<file path="config.mk">
export PLATFORM = sky130hd
export DESIGN_NAME = riscv_fetch
export DESIGN_NICKNAME = d
export VERILOG_FILES = /design/src/rtl/riscv_fetch.sv
export SDC_FILE = /design/constraint.sdc
export NUM_CORES = 1
export LEC_CHECK = 0
export ABC_CLOCK_PERIOD_IN_PS = 11800
export CORE_ASPECT_RATIO = 1.5
export CORE_UTILIZATION = 52
export CTS_BUF_LIST = sky130_fd_sc_hd__clkbuf_2 sky130_fd_sc_hd__clkbuf_4 sky130_fd_sc_hd__clkbuf_8
export CTS_CLUSTER_SIZE = 28
export DETAILED_ROUTE_END_ITERATION = 10
export HOLD_SLACK_MARGIN = 0.12
export PLACE_DENSITY = 0.82
export SYNTH_ARGS = -nofsm -noshare
export SYNTH_HDL_FRONTEND = slang
export SYNTH_SLANG_ARGS = --single-unit
</file>
<file path="constraint.sdc">
create_clock -name clk_i -period 11.8 [get_ports clk_i]
set_input_delay 1.77 -clock clk_i [delete_from_list [all_inputs] [get_ports clk_i]]
set_output_delay 1.77 -clock clk_i [all_outputs]
set_load 0.02 [all_outputs]
</file>
<file path="src/rtl/riscv_fetch.sv">
// Instruction fetch unit: owns the PC, drives the ROM address and queues fetched words toward decode.
// Optional macro RISCV_FETCH_PERF_EN adds perf_fetch_cnt_o, a 64-bit count of successful fetches.
module riscv_fetch #(
    parameter logic [63:0] RESET_PC   = 64'h0,
    parameter int          FIFO_DEPTH = 2
) (
    input  logic        clk_i,
    input  logic        rst_i,
    output logic [63:0] imem_addr_o,
    input  logic [31:0] imem_instr_i,
    input  logic        imem_misaligned_i,
    input  logic        imem_invalid_i,
    output logic        instr_valid_o,
    output logic [31:0] instr_o,
    output logic [63:0] instr_pc_o,
    input  logic        instr_ready_i,
    input  logic        redirect_i,
    input  logic [63:0] redirect_pc_i,
    output logic        fault_o,
    output logic [63:0] fault_pc_o,
    output logic [1:0]  fault_cause_o
`ifdef RISCV_FETCH_PERF_EN
    ,
    output logic [63:0] perf_fetch_cnt_o
`endif
);

    localparam logic [1:0] FULL_CNT = 2'(FIFO_DEPTH);

    typedef enum logic [1:0] {
        ST_BOOT  = 2'd0,
        ST_RUN   = 2'd1,
        ST_FAULT = 2'd2
    } state_t;

    state_t      r_state;
    state_t      w_state_nxt;
    logic [63:0] r_pc;
    logic [63:0] w_pc_nxt;
    logic [1:0]  r_count;
    logic [1:0]  w_count_nxt;
    logic [1:0]  w_wr_idx;
    logic        r_valid;
    logic        w_pop;
    logic        w_space;
    logic        w_err;
    logic        w_push;
    logic        w_fault_set;

    // slot 0 is always the head, so the head outputs come straight from flops
    logic [31:0] r_s0_instr;
    logic [63:0] r_s0_pc;
    logic [31:0] r_s1_instr;
    logic [63:0] r_s1_pc;
    logic [31:0] w_s0_instr_nxt;
    logic [63:0] w_s0_pc_nxt;
    logic [31:0] w_s1_instr_nxt;
    logic [63:0] w_s1_pc_nxt;

    logic        r_fault;
    logic [63:0] r_fault_pc;
    logic [1:0]  r_fault_cause;

`ifdef RISCV_FETCH_PERF_EN
    logic [63:0] r_perf_cnt;
`endif

    // FSM next state and fetch decision
    always_comb begin
        w_pop       = r_valid & instr_ready_i;
        w_space     = (r_count < FULL_CNT) | w_pop;
        w_err       = imem_misaligned_i | imem_invalid_i;
        w_state_nxt = r_state;
        w_push      = 1'b0;
        w_fault_set = 1'b0;
        if (redirect_i) begin
            w_state_nxt = ST_RUN;
        end else begin
            case (r_state)
                ST_BOOT: begin
                    w_state_nxt = ST_RUN;
                end
                ST_RUN: begin
                    // an error while stalled is only acted on once space frees
                    if (w_space && w_err) begin
                        w_state_nxt = ST_FAULT;
                        w_fault_set = 1'b1;
                    end else if (w_space) begin
                        w_push = 1'b1;
                    end else begin
                        w_push = 1'b0;
                    end
                end
                ST_FAULT: begin
                    w_state_nxt = ST_FAULT;
                end
                default: begin
                    w_state_nxt = ST_BOOT;
                end
            endcase
        end
    end

    // FSM state register
    always_ff @(posedge clk_i or posedge rst_i) begin
        if (rst_i) begin
            r_state <= ST_BOOT;
        end else begin
            r_state <= w_state_nxt;
        end
    end

    // queue shift/write and PC next value
    always_comb begin
        w_s0_instr_nxt = r_s0_instr;
        w_s0_pc_nxt    = r_s0_pc;
        w_s1_instr_nxt = r_s1_instr;
        w_s1_pc_nxt    = r_s1_pc;
        w_pc_nxt       = r_pc;
        w_count_nxt    = r_count;
        w_wr_idx       = r_count - {1'b0, w_pop};
        if (redirect_i) begin
            w_count_nxt = 2'd0;
            w_pc_nxt    = redirect_pc_i;
        end else begin
            w_s0_instr_nxt = w_pop ? r_s1_instr : r_s0_instr;
            w_s0_pc_nxt    = w_pop ? r_s1_pc : r_s0_pc;
            if (w_push) begin
                if (w_wr_idx == 2'd0) begin
                    w_s0_instr_nxt = imem_instr_i;
                    w_s0_pc_nxt    = r_pc;
                end else begin
                    w_s1_instr_nxt = imem_instr_i;
                    w_s1_pc_nxt    = r_pc;
                end
                w_pc_nxt = r_pc + 64'd4;
            end else begin
                w_pc_nxt = r_pc;
            end
            w_count_nxt = r_count - {1'b0, w_pop} + {1'b0, w_push};
        end
    end

    // PC, queue storage and head-valid registers
    always_ff @(posedge clk_i or posedge rst_i) begin
        if (rst_i) begin
            r_pc       <= RESET_PC;
            r_count    <= 2'd0;
            r_valid    <= 1'b0;
            r_s0_instr <= 32'd0;
            r_s0_pc    <= 64'd0;
            r_s1_instr <= 32'd0;
            r_s1_pc    <= 64'd0;
        end else begin
            r_pc       <= w_pc_nxt;
            r_count    <= w_count_nxt;
            r_valid    <= (w_count_nxt != 2'd0);
            r_s0_instr <= w_s0_instr_nxt;
            r_s0_pc    <= w_s0_pc_nxt;
            r_s1_instr <= w_s1_instr_nxt;
            r_s1_pc    <= w_s1_pc_nxt;
        end
    end

    // sticky fault record, cleared only by redirect or reset
    always_ff @(posedge clk_i or posedge rst_i) begin
        if (rst_i) begin
            r_fault       <= 1'b0;
            r_fault_pc    <= 64'd0;
            r_fault_cause <= 2'd0;
        end else if (redirect_i) begin
            r_fault       <= 1'b0;
            r_fault_pc    <= 64'd0;
            r_fault_cause <= 2'd0;
        end else if (w_fault_set) begin
            r_fault       <= 1'b1;
            r_fault_pc    <= r_pc;
            r_fault_cause <= {imem_invalid_i, imem_misaligned_i};
        end else begin
            r_fault       <= r_fault;
            r_fault_pc    <= r_fault_pc;
            r_fault_cause <= r_fault_cause;
        end
    end

`ifdef RISCV_FETCH_PERF_EN
    // successful-fetch counter, survives redirects
    always_ff @(posedge clk_i or posedge rst_i) begin
        if (rst_i) begin
            r_perf_cnt <= 64'd0;
        end else if (w_push) begin
            r_perf_cnt <= r_perf_cnt + 64'd1;
        end else begin
            r_perf_cnt <= r_perf_cnt;
        end
    end

    assign perf_fetch_cnt_o = r_perf_cnt;
`endif

    assign imem_addr_o   = r_pc;
    assign instr_valid_o = r_valid;
    assign instr_o       = r_s0_instr;
    assign instr_pc_o    = r_s0_pc;
    assign fault_o       = r_fault;
    assign fault_pc_o    = r_fault_pc;
    assign fault_cause_o = r_fault_cause;

endmodule

</file>
==> summary.md <==
| Metric | Value |
|---|---|
| Max Fclk | `between 200 and 250 MHz` |
| Post-synthesis sequential area ratio | `55.86%` |
| EDFF count, synth | `0` |
| Mapped Area | `approximately 15000 um^2` |
| Wire per inst | `roughly 21 um` |
| H-Tree Depth | `2` |
| Num rows | `75` |
| Nets | `around 1.8k` |
| WL met3 | `slightly below 3000 um` |
| Final WL | `43460 um` |
| Worst-path fanout max | `58` |
| CTS tree | `built` |
| Number of filler cells placed in the layout | `a little over 2k` |
| Yosys reg bits | `about 330` |
| Slew @ Worst Pin | `roughly 1300 ps` |
| Post-synth top area cell | `dfrtp_1` |
| Type of origin of the critical path | `input pin` |
| Most common library cells after synthesis | `dfrtp_1 (328), nand2_1 (253), mux2_2 (100)` |
| Die Y | `207.9 um` |
| Final worst slack | `roughly 7000 ps` |
| Status | `finished with violations` |
| Crit path depth | `9` |
| Clk slew on worst S/H paths | `approximately 60 ps` |
| Area of the die | `between 20000 and 30000 um^2` |
| WP data required | `~12000 ps` |
| Reg2reg path depth | `8` |
| CP max-delay cell | `buf_4` |
| CP Capture Type | `flip-flop` |
| Setup CP Type | `in -> reg` |
| Antenna Nets Post-Route | `0` |
| Synth top area share | `between 50 and 60%` |
| Syn Nets | `approximately 1.5k` |
| Dpl cell area | `18080 um^2` |
| Met2 wire length | `approximately 22000 um` |
| Synth area leaders | `dfrtp_1 (56%), mux2_2 (7.7%), nand2_1 (6.5%)` |
| Top FF cell, synth | `dfrtp_1` |
| Pre-antenna DRT Iters | `11` |
| RSZ-0062 raised after global routing | `false` |
| Post-layout util | `68.90%` |
| Num CTS Buffers | `50` |
| Via count | `roughly 12k` |
| Clock Sinks | `~330` |
| DRC viols | `21` |
| Count of cell types in the netlist | `49` |
| IO Port Bufs | `roughly 330` |
| Crit-path max cell delay | `750 ps` |
| Vias in the first global route | `about 12k` |
| Clock Tree Root | `clkbuf_8` |
| Final Max Slew Viols | `0` |
| Final setup fails | `0` |
| Initial antenna violation count | `3` |
| Setup bufs post-CTS | `0` |
| Most frequent CP cell | `nand2_1` |
| Cell with the most instances after synthesis | `dfrtp_1` |
| Critical-path cell list | `clkdlybuf4s50_1, nand2_1, inv_1, ha_1, xnor2_1, nand2_1, and2_4, buf_4, mux2_2` |
| Hold Fails Final Rpt | `0` |
| Static Leak | `8.169 nW` |
| Worst hold margin | `roughly 500 ps` |
| Tcrit/Tclk final | `approximately 39%` |
| DP Wirelength | `slightly below 30000 um` |
| All-Layer GR Usage | `30.05%` |
| Core region area | `27870 um^2` |
| Top Layer Used | `met4` |
| Post-layout power | `roughly 4.3 mW` |
| Worst skew pair latency | `between 500 and 600 ps` |
| Largest net degree at the start of global routing | `roughly 130` |
| Final std cells w/o fill | `2053` |
| I/O Pins | `330` |
| Period minus WS final | `roughly 4600 ps` |
| Cts-stage hold buffer count | `0` |
| Yosys Warn Count | `0` |
| Critical Path AT | `between 5000 and 6000 ps` |
| Count of mapped cells out of synthesis | `between 1k and 1.5k` |
| Delay-heaviest family, CP | `buffers and inverters` |
| Worst min path class | `reg -> reg` |
| CTS max path bufs | `3` |
| Final Wtd Congestion | `0.8919` |
| Post-synth ARST share | `100.0%` |
| Final instance area | `19200 um^2` |
| Worst vdd ir | `about 140 uV` |
| Wl on met1 | `around 16000 um` |
| Vias per Instance | `about 5.9` |
| Max-cap violations | `0` |
| Place WS | `about 6600 ps` |
| Worst Path Buf+Inv | `3` |
| Die Width | `139.3 um` |
| Worst hold stages | `1` |
| Initial core utilization | `52.72%` |
| Synth-to-Final Area Change | `30.69%` |
| Residual overflow from global routing | `0` |
| Clk_skew | `between 15 and 20 ps` |
| Relative slew slack | `roughly 16%` |
| DRT iter0 DRCs | `1110` |
| Power per Cell Area | `roughly 220 nW/um^2` |
| DP Cell Count | `between 1.5k and 2k` |
| Share of cells above drive strength 1 | `between 10% and 20%` |
| Failing checks | `design-rule violations` |
| Mapped Avg Cell Area | `about 11 um^2` |
| PostCTS Resize Cnt | `0` |
| Global-route wire length before repair | `roughly 67000 um` |
| Setup TNS | `0 ps` |
logic make-up after synthesis:
logic type	after synthesis	share of synthesized area, %
DFF	328	55.86
AOI/OAI and AO/OA	255	11.04
and+or+nand+nor	476	15.43
muxes	163	11.96
buffers and inverters	130	3.627
adders and majority gates	5	0.4257
xor gates and xnor gates	28	1.669
final cells by class:
cell class | count | area, um^2 | area share, %
multi-input cells | 927 | 5977 | 31.12
diodes | 3 | 7.507 | 0.03909
clock inverters | 2 | 60.06 | 0.3127
well taps | 346 | 432.9 | 2.254
flip-flops and latches | 328 | 8208 | 42.74
repair buffers | 340 | 3373 | 17.57
inverters | 21 | 86.33 | 0.4496
clock buffers | 86 | 1059 | 5.512
path summary, 6_finish.rpt:
| check | slack, ps | endpoint | start |
|---|---|---|---|
| min in group asynchronous | 1720 | fault_pc_o[57]$_DFFE_PP0P_ | rst_i |
| max in group asynchronous | 7730 | instr_o[29]$_DFFE_PP0N_ | rst_i |
| max reg2reg | 8260 | r_s1_instr[11]$_DFFE_PP0P_ | r_state[1]$_DFFE_PP0P_ |
| min | 500 | r_s1_instr[22]$_DFFE_PP0P_ | r_s1_instr[22]$_DFFE_PP0P_ |
| max | 7180 | r_s1_instr[11]$_DFFE_PP0P_ | instr_ready_i |
| min reg2reg | 500 | r_s1_instr[22]$_DFFE_PP0P_ | r_s1_instr[22]$_DFFE_PP0P_ |
worst reg2reg max path, stage by stage, from the launching register on:
cell and delay (ps):
dfrtp_1 380, inv_1 80, ha_1 210, nor3b_1 440
nand2_1 330, nor2_1 240, and2_4 520, buf_4 770
mux2_2 440
report_power, final:
group          internal, mW  switching (mW)  leakage, nW
sequential             1.51           0.277         4.16
combinational         0.717           0.750         3.42
clock                 0.602           0.432        0.595
total                  2.83            1.46         8.17
layout by cell type, fill, tap and decap left out, types with 7 or more instances in the layout:
master / count
a21oi_1: 71
a221o_1: 34
a31oi_1: 20
and3_1: 46
buf_4: 12
clkbuf_4: 20
clkbuf_8: 66
clkdlybuf4s50_1: 328
dfrtp_1: 328
inv_1: 20
mux2_2: 100
mux2i_1: 63
nand2_1: 253
nand3_1: 29
nand4_1: 22
nor2_1: 46
nor3_1: 7
nor4_1: 14
o211ai_1: 9
o21ai_0: 83
o22a_1: 11
o31ai_1: 14
or4_1: 23
xnor2_1: 16
xor2_1: 12
sequential cells by signal, summed over array words and instances (netlist names):
register and count:
fault_cause_o 2, fault_o 1, fault_pc_o 64, imem_addr_o 64, instr_o 32, instr_pc_o 64
instr_valid_o 1, r_count 2, r_s1_instr 32, r_s1_pc 64, r_state 2
per-layer routing:
| metal | GRT usage (%) | up-vias |
|---|---|---|
| li1 | - | 5482 |
| met5 | 0 | - |
| met1 | 34.45 | 6012 |
| met4 | 19.43 | 0 |
| met2 | 51.24 | 534 |
| met3 | 5.836 | 150 |
No activity file was read; power rests on OpenSTA's default activity.
==> patch (same flow settings) <==
`r_s0_instr` and `r_s1_instr` no longer have a reset.
--- a/src/rtl/riscv_fetch.sv
+++ b/src/rtl/riscv_fetch.sv
@@ -148,7 +148,5 @@
             r_count    <= 2'd0;
             r_valid    <= 1'b0;
-            r_s0_instr <= 32'd0;
             r_s0_pc    <= 64'd0;
-            r_s1_instr <= 32'd0;
             r_s1_pc    <= 64'd0;
         end else begin
@@ -156,9 +154,12 @@
             r_count    <= w_count_nxt;
             r_valid    <= (w_count_nxt != 2'd0);
-            r_s0_instr <= w_s0_instr_nxt;
             r_s0_pc    <= w_s0_pc_nxt;
-            r_s1_instr <= w_s1_instr_nxt;
             r_s1_pc    <= w_s1_pc_nxt;
         end
+    end
+
+    always_ff @(posedge clk_i) begin
+        r_s0_instr <= w_s0_instr_nxt;
+        r_s1_instr <= w_s1_instr_nxt;
     end
 
Check against the original RTL: differs if rst_i is asserted again (counterexample within 4 cycles, from zero or initial values and one cycle with rst_i high); with rst_i held inactive, the same outputs for 4 cycles.
==> patch against the original RTL <==
  * Largest power group unchanged
  * The flow still finishes with violations (design-rule violations)
  * Worst setup slack got worse by 0.27 ns
  * Critical endpoint is now r_s1_pc[0]
  * First-iteration DRC count fell by 34%
  * Cell area fell by 1.1%
  * Area after synthesis fell by 0.97%
  * Total power fell by 8.3%
  * Sequential cell count did not move
  * Wire length fell by 3.4%
  * Highest routed layer unchanged
==> patch: results (changes against the original RTL) <==
outcome finished with violations (unchanged); failing checks design-rule violations (unchanged); RePlAce Congestion 0.816 (was 0.892); layout cells sized above 1 11.2% (was 12.7%); maximum VDD drop 0.000108 V (was 0.000139 V); hold path start r_s1_pc[59] (was r_s1_instr[22]); mux cell area share after synthesis 9.96% (was 12.0%); clock skew 0.0243 ns (was 0.0186 ns); P_leak 7.83 nW (was 8.17 nW); clock latency on the worst-skew pair 0.60 ns (was 0.58 ns); largest net degree at the start of global routing 127 (was 134); CTS Buf Count 49 (was 50); Post-Place Setup Slack 6.34 ns (was 6.63 ns); Worst Hold Path EP r_s1_pc[59] (was r_s1_instr[22]); drt first pass iters 9 (was 11); R2R Path Start instr_valid_o (was r_state[1]); post-synthesis net count 1,449 (was 1,492); Post-synth EDFFs 64 (was 0); R2R Path End r_s1_pc[0] (was r_s1_instr[11]); post-synthesis cell type count 50 (was 49); fraction of the mapped netlist area in adder cells 0.430% (was 0.426%); R2R Setup Slk 8.09 ns (was 8.26 ns); number of H-tree levels 2 (unchanged); Routed WL 42.0 mm (was 43.5 mm); DR DRC count 22 (was 21); CP Max Fanout 64 (was 58); HPWL after detailed placement 27.5 mm (was 29.4 mm); most frequent cells after synthesis dfrtp_1 (264), nand2_1 (249), o21ai_0 (109) (was dfrtp_1 (328), nand2_1 (253), mux2_2 (100)); Synth Area in Compound Gates 10.4% (was 11.0%); final net count 1,740 (was 1,775); xor/xnor cell area share of the yosys netlist 2.23% (was 1.67%); first-pass GRT wire length 64.5 mm (was 67.2 mm); vias in the first global route 11,700 (was 12,200); aggregate global-route resource usage 29.0% (was 30.1%); # fillers 2,009 (was 2,068); largest cells by area after synthesis dfrtp_1 (45%), edfxtp_1 (13%), nand2_1 (6.4%) (was dfrtp_1 (56%), mux2_2 (7.7%), nand2_1 (6.5%)); sequential share of the synthesized area 58.6% (was 55.9%); Pint 2.58 mW (was 2.83 mW)
## patch: how the worst max path moves through the flow
| stage | startpoint | to | slack (ns) | cells after the start |
|---|---|---|---|---|
| floorplan | rst_i | fault_cause_o[0] | 2.76 | 1 |
| global placement | instr_ready_i | r_s1_pc[1] | 6.38 | 10 |
| detailed placement | instr_ready_i | r_s1_pc[0] | 6.34 | 10 |
| CTS | instr_ready_i | r_s1_pc[0] | 6.97 | 10 |
| global route | instr_ready_i | r_s1_pc[0] | 6.78 | 10 |
| finish | instr_ready_i | r_s1_pc[0] | 6.91 | 10 |
## patch: routing by layer
layer / part of all wire (%) / vias to the layer above / wire (µm) / track usage, %
met5: 0 / - / 0 / 0
met4: 4.6 / 0 / 1940 / 16.5
met3: 6.2 / 112 / 2620 / 5.67
met2: 52 / 477 / 21800 / 50.8
met1: 37 / 5830 / 15700 / 33.6
li1: - / 5360 / - / -
## patch: cell families after synthesis
kind of cell,Yosys count
multiplexers,136
flip-flops,328
adder cells (fa/ha/maj),5
AND/OR/NAND/NOR,458
XOR/XNOR,37
AO/OA/AOI/OAI,255
buffers and inverters,123
## patch: power by group through the flow
stage / Sequential (mW) / Clock, mW / Combinational (mW)
final: 1.68 / 0.940 / 1.31
after global routing: 1.72 / 1.01 / 1.39
after CTS: 1.68 / 0.960 / 1.32
after detailed placement: 1.70 / 0 / 1.31
after global placement: 1.68 / 0 / 1.27
after floorplan: 1.87 / 0 / 0.502
## patch: worst max-delay path: stages
cell and delay [ns]:
clkdlybuf4s50_1 0.45, nand2_2 0.07, buf_4 0.57, inv_1 0.11, ha_1 0.22, xnor2_1 0.15
nand2_1 0.24, and2_4 0.52, buf_4 0.77, mux2_2 0.42
## patch: cell type report
type	instances	share of cell area (%)
clock inverters	18	0.633
inverters	20	0.442
well taps	342	2.25
flip-flops and latches	328	44.9
diodes	3	0.0395
clock buffers	68	4.57
multi-input cells	891	29.2
repair buffers	343	17.9
## patch: per-stage QoR
stage	total power [mW]	hold WS (ns)	instances	util (%)
6_report	3.93	0.500	2013	69.3
5_1_grt	4.12	0.515	2013	69.3
4_1_cts	3.96	0.501	2010	69.3
3_5_place_dp	3.01	0.487	1924	65.7
3_3_place_gp	2.96	0.480	1924	65.7
2_1_floorplan	2.38	0.472	1342	-
